===== config.mk =====
export PLATFORM = sky130hd
export DESIGN_NAME = rf_write_arbiter_flat
export DESIGN_NICKNAME = d
export VERILOG_FILES = /design/src/rtl/rf_write_arbiter_if.sv /design/src/rtl/rf_write_arbiter.sv /design/src/flat_wrapper.sv
export SDC_FILE = /design/constraint.sdc
export NUM_CORES = 1
export LEC_CHECK = 0
export ABC_CLOCK_PERIOD_IN_PS = 2000
export CORE_ASPECT_RATIO = 0.5
export CORE_UTILIZATION = 40
export DETAILED_ROUTE_END_ITERATION = 16
export PLACE_DENSITY_LB_ADDON = 0.3
export SLEW_MARGIN = 20
export SYNTH_ARGS = -nofsm -noshare
export SYNTH_HDL_FRONTEND = slang
export SYNTH_SLANG_ARGS = --single-unit

===== constraint.sdc =====
create_clock -name clock -period 2 [get_ports clock]
set_input_delay 0.5 -clock clock [delete_from_list [all_inputs] [get_ports clock]]
set_output_delay 0.5 -clock clock [all_outputs]
set_load 0.01 [all_outputs]

===== src/rtl/rf_write_arbiter_if.sv =====
// Two-requester write port bundle for rf_write_arbiter.
// Requesters drive the master side; the arbiter is the slave.
interface rf_write_arbiter_if #(
  parameter int Dbits = 32
);
  logic             req0_valid;
  logic             req0_ready;
  logic [4:0]       req0_addr;
  logic [Dbits-1:0] req0_data;
  logic             req1_valid;
  logic             req1_ready;
  logic [4:0]       req1_addr;
  logic [Dbits-1:0] req1_data;

  modport master (
    output req0_valid, req0_addr, req0_data,
    output req1_valid, req1_addr, req1_data,
    input  req0_ready, req1_ready
  );

  modport slave (
    input  req0_valid, req0_addr, req0_data,
    input  req1_valid, req1_addr, req1_data,
    output req0_ready, req1_ready
  );
endinterface


===== src/rtl/rf_write_arbiter.sv =====
// Register-file write arbiter: zero-fills every location after reset, then
// grants one of two requesters per cycle, alternating under contention.
module rf_write_arbiter #(
  parameter int Nloc  = 32,
  parameter int Dbits = 32
) (
  input  logic             clock,
  input  logic             reset_n,
  rf_write_arbiter_if.slave req,
  output logic             wr,
  output logic [4:0]       WriteAddr,
  output logic [Dbits-1:0] WriteData,
  output logic             init_done,
  output logic             fsm_state
);

  localparam int CW = (Nloc > 1) ? $clog2(Nloc) : 1;

  typedef enum logic {CLEAR = 1'b0, RUN = 1'b1} state_t;

  state_t        state, next_state;
  logic [CW-1:0] clr_idx;
  logic          clr_last;
  logic          last_grant;
  logic          ready0, ready1;
  logic          take0, take1;

  // Handshake: a transfer happens on a rising edge where valid && ready.
  // valid never waits on ready; a stalled requester keeps addr/data stable,
  // and ready is a same-cycle function of both valids and last_grant.

  assign clr_last  = (clr_idx == CW'(Nloc - 1));
  assign fsm_state = state;

  always_ff @(posedge clock or negedge reset_n) begin
    if (!reset_n) state <= CLEAR;
    else          state <= next_state;
  end

  always_comb begin
    next_state = state;
    ready0     = 1'b0;
    ready1     = 1'b0;
    case (state)
      CLEAR: if (clr_last) next_state = RUN;
      RUN: begin
        // last_grant==1 means requester 1 won last, so requester 0 wins a tie
        ready0 = req.req0_valid && (!req.req1_valid || last_grant);
        ready1 = req.req1_valid && (!req.req0_valid || !last_grant);
      end
      default: next_state = CLEAR;
    endcase
  end

  assign req.req0_ready = ready0;
  assign req.req1_ready = ready1;
  assign take0          = ready0 && req.req0_valid;
  assign take1          = ready1 && req.req1_valid;

  always_ff @(posedge clock or negedge reset_n) begin
    if (!reset_n) begin
      wr         <= 1'b0;
      WriteAddr  <= 5'd0;
      WriteData  <= '0;
      init_done  <= 1'b0;
      clr_idx    <= '0;
      last_grant <= 1'b1;
    end else if (state == CLEAR) begin
      wr        <= 1'b1;
      WriteAddr <= 5'(clr_idx);
      WriteData <= '0;
      if (clr_last) init_done <= 1'b1;
      else          clr_idx   <= clr_idx + CW'(1);
    end else if (take0) begin
      // register 0 is hard-wired to zero, so its handshake completes silently
      wr         <= (req.req0_addr != 5'd0);
      WriteAddr  <= req.req0_addr;
      WriteData  <= req.req0_data;
      last_grant <= 1'b0;
    end else if (take1) begin
      wr         <= (req.req1_addr != 5'd0);
      WriteAddr  <= req.req1_addr;
      WriteData  <= req.req1_data;
      last_grant <= 1'b1;
    end else begin
      wr <= 1'b0;
    end
  end

endmodule


===== src/flat_wrapper.sv =====
// flat-port wrapper written by rule: the top's interface ports become plain ports
module rf_write_arbiter_flat 
#(
  parameter int Nloc  = 32,
  parameter int Dbits = 32
)
  (clock, reset_n, wr, WriteAddr, WriteData, init_done, fsm_state, req_req0_valid, req_req0_addr, req_req0_data, req_req1_valid, req_req1_addr, req_req1_data, req_req0_ready, req_req1_ready);
  rf_write_arbiter_if #(.Dbits(Dbits)) req_i ();
  input  logic clock;
  input  logic reset_n;
  output logic wr;
  output logic [4:0] WriteAddr;
  output logic [Dbits-1:0] WriteData;
  output logic init_done;
  output logic fsm_state;
  input wire logic [$bits(req_i.req0_valid)-1:0] req_req0_valid;
  input wire logic [$bits(req_i.req0_addr)-1:0] req_req0_addr;
  input wire logic [$bits(req_i.req0_data)-1:0] req_req0_data;
  input wire logic [$bits(req_i.req1_valid)-1:0] req_req1_valid;
  input wire logic [$bits(req_i.req1_addr)-1:0] req_req1_addr;
  input wire logic [$bits(req_i.req1_data)-1:0] req_req1_data;
  output wire logic [$bits(req_i.req0_ready)-1:0] req_req0_ready;
  output wire logic [$bits(req_i.req1_ready)-1:0] req_req1_ready;
  assign req_i.req0_valid = req_req0_valid;
  assign req_i.req0_addr = req_req0_addr;
  assign req_i.req0_data = req_req0_data;
  assign req_i.req1_valid = req_req1_valid;
  assign req_i.req1_addr = req_req1_addr;
  assign req_i.req1_data = req_req1_data;
  assign req_req0_ready = req_i.req0_ready;
  assign req_req1_ready = req_i.req1_ready;
  rf_write_arbiter #(.Nloc(Nloc), .Dbits(Dbits)) u_core (.clock(clock), .reset_n(reset_n), .req(req_i), .wr(wr), .WriteAddr(WriteAddr), .WriteData(WriteData), .init_done(init_done), .fsm_state(fsm_state));
endmodule

==> impl_metrics.env <==
export IMPL_critPathLaunchType="input port"
export IMPL_netlist_area_leader_share_pct=48.3
export IMPL_worstPathMaxFanout=3
export IMPL_cts_sinks=46
export IMPL_clk_path_buf_depth=2
export IMPL_cp_top_family="buffers and inverters"
export IMPL_synth_fa_ha_area_share_pct=1.07
export IMPL_crit_path_top_delay_cell="clkdlybuf4s50_1"
export IMPL_ant_nets=0
export IMPL_synth_compound_area_share_pct=15.3
export IMPL_tightest_slew_ns=0.427
export IMPL_crit_chain="clkdlybuf4s50_1 -> and3_1 -> clkdlybuf4s15_2"
export IMPL_min_path_type="input port to asynchronous set/reset pin"
export IMPL_power_share_switching_pct=26.3
export IMPL_core_area_um2=5540
export IMPL_power_density_nw_per_um2=689
export IMPL_area_growth_pct=60.6
export IMPL_ios=120
export IMPL_cts_tree="done"
export IMPL_finalSetupTns_ns=0
export IMPL_relSlewSlack_pct=71.6
export IMPL_die_x_um=110
export IMPL_insertion_delay_ns=0.28
export IMPL_synth_area_um2=2330
export IMPL_grt_usage_pct=24.3
export IMPL_yosysUniqueCellTypes=31
export IMPL_initial_core_util_pct=42.1
export IMPL_comb_power_share_pct=27.4
export IMPL_fin_nets=449
export IMPL_cts_resized=8
export IMPL_yosysTopAreaCell="dfrtp_1"
export IMPL_route_detailed_drc=0
export IMPL_synth_area_top_cells="dfrtp_1 (48%), nand3_1 (15%), o211ai_1 (12%), nand2_1 (6.3%), buf_2 (3.9%)"
export IMPL_dr_pass1_iters=4
export IMPL_diodes=0
export IMPL_die_height_um=56.0
export IMPL_grt_max_degree=47
export IMPL_leakagePower_uw=0.00149
export IMPL_synth_mux_area_share_pct=0.966
export IMPL_vias=2449
export IMPL_synthCells=254
export IMPL_synth_xor_area_share_pct=1.13
export IMPL_cts_root_buf="clkbuf_16"
export IMPL_dieArea_um2=6160
export IMPL_ys_seq_area_share_pct=49.4
export IMPL_path_class="input port to primary output"
export IMPL_synth_simple_area_share_pct=25.6
export IMPL_grt_ovfl_total=0
export IMPL_wl_per_cell_um=16.6
export IMPL_max_freq_ghz=0.515
export IMPL_clk_pin_slew_worst_paths_ns=0.06
export IMPL_wl_um=7350
export IMPL_ys_ff_latch=46
export IMPL_critPathBufInv=2
export IMPL_finalHoldViolations=0
export IMPL_rsz0062_at_grt="no"
export IMPL_finalCoreUtilization_pct=67.6
export IMPL_dp_hpwl_um=4980
export IMPL_maxSlewViolCount=0
export IMPL_drt_first_iter_violations=111
export IMPL_period_share_pct=97.1
export IMPL_placementRows=19
export IMPL_synth_top_family_by_area="simple AND/OR/NAND/NOR gates"
export IMPL_cts_made_buffers=5
export IMPL_grt_pass1_wl_um=11500
export IMPL_post_cts_setup_buffers=0
export IMPL_arrival_ns=1.44
export IMPL_period_needed_ns=1.94
export IMPL_finalSetupViolations=0
export IMPL_maxCapViolCount=0
export IMPL_nFillCells=458
export IMPL_htreeDepth=2
export IMPL_antenna_found_initial=0
export IMPL_peakVddDrop_mv=0.393
export IMPL_gp_congestion=0.797
export IMPL_p_switching_uw=679
export IMPL_finalClockSkew_ns=0.00602
export IMPL_hold_worst_slack_ns=0.185
export IMPL_critPathCaptureType="primary output"
export IMPL_seq_power_share_pct=42.1
export IMPL_clockPowerShare_pct=30.5
export IMPL_postSynth_asyncResetShare_pct=100
export IMPL_ys_warn_count=0
export IMPL_worstPathRequired_ns=1.50
export IMPL_cp_slowest_stage_delay_ns=0.51
export IMPL_ys_flop_type="dfrtp_1"
export IMPL_io_buffers=119
export IMPL_synth_nets=334
export IMPL_avgSynthCellArea_um2=9.18
export IMPL_grt_pass1_vias=2418
export IMPL_status="finished, final reports clean"
export IMPL_hold_buffers=0
export IMPL_synth_enable_flop_cells=0
export IMPL_avgViaCountPerCell=5.54
export IMPL_p_int_uw=1900
export IMPL_drive_gt1_share_pct=7.86
-- power groups by stage --
stage	Combinational [uW]	Clock, uW	Sequential [uW]
3_3_place_gp	698	0	1100
4_1_cts	713	800	1090
6_report	708	786	1090
5_1_grt	761	838	1100
2_1_floorplan	228	0	1150
3_5_place_dp	711	0	1100
-- cell usage after synthesis, drive strengths merged, types with 2 or more instances --
| cell | n |
|---|---|
| nand3 | 72 |
| mux2 | 2 |
| a21oi | 2 |
| buf | 22 |
| o211ai | 36 |
| nand2b | 2 |
| dfrtp | 45 |
| ha | 2 |
| and3 | 2 |
| xnor2 | 2 |
| clkbuf | 3 |
| and2 | 2 |
| inv | 4 |
| nand2 | 39 |
| nor2 | 3 |
| a2bb2oi | 4 |
-- kinds of logic after synthesis --
logic type | after synthesis
xor+xnor | 3
flops | 46
mux | 2
simple gates | 126
fa+ha+maj | 2
buf+inv | 29
compound gates | 46
-- worst register-to-register path: cells and delay by family (launching register included) --
kind                       cells  cell delay [ns]
adders and majority gates      2             0.44
DFF                            1             0.42
muxes                          1             0.37
and+or+nand+nor                2             0.43
-- through the flow --
stage / area (um^2) / std cells / total power [uW] / setup slack, ns
final: 3740 / 442 / 2580 / 0.0578
after global routing: 3740 / 442 / 2700 / 0.0359
after CTS: 3740 / 442 / 2600 / 0.0626
after detailed placement: 3610 / 435 / 1810 / -0.326
after global placement: 3610 / 435 / 1800 / -0.337
after floorplan: 2330 / 254 / 1370 / 0.284
-- layout by cell type (no fill, tap or decap), types with 4 or more instances in the layout --
cell and instances:
clkbuf_16 5, nand2_1 39, clkdlybuf4s50_1 115, nand3_1 72
inv_1 4, dfrtp_1 45, o211ai_1 36, a2bb2oi_1 4
buf_4 12
-- final timing paths --
check | startpoint | endpoint | slack (ns) | cells past startpoint
min in group clock | u_core.init_done$_DFFE_PN0P_ | u_core.init_done$_DFFE_PN0P_ | 0.47 | 1
min reg2reg | u_core.init_done$_DFFE_PN0P_ | u_core.init_done$_DFFE_PN0P_ | 0.47 | 1
max in group asynchronous | reset_n | u_core.last_grant$_DFFE_PN1P_ | 1.53 | 2
min | reset_n | u_core.WriteData[9]$_DFFE_PN0P_ | 0.18 | 2
max reg2reg | u_core.clr_idx[0]$_DFFE_PN0P_ | u_core.clr_idx[4]$_DFFE_PN0P_ | 0.22 | 5
max | req_req1_valid | req_req1_ready | 0.06 | 3
-- registers in the layout, indices dropped and copies added (netlist names) --
name and flops:
u_core.clr_idx 5, u_core.last_grant 1, u_core.WriteData 32, u_core.init_done 1, u_core.fsm_state 1, u_core.WriteAddr 5, u_core.wr 1
-- final cells by class --
class                           instances  area [um^2]  area share, %
Multi-Input combinational cell        179         1040           27.7
Inverter                                4         15.0          0.401
Tap cell                               73         91.3           2.44
Clock inverter                          1         7.51          0.200
Clock buffer                            6          129           3.44
Timing Repair Buffer                  133         1310           35.0
Sequential cell                        46         1150           30.8
-- layer usage --
metal | wire (um) | vias to the layer above | global-route usage, %
met5 | 0 | - | 0
met4 | 30 | 0 | 4.57
met3 | 341 | 5 | 4.45
met2 | 3830 | 58 | 43.4
met1 | 3150 | 1243 | 30.8
li1 | - | 1143 | -
Note: power is estimated with default switching activity, not from simulation.
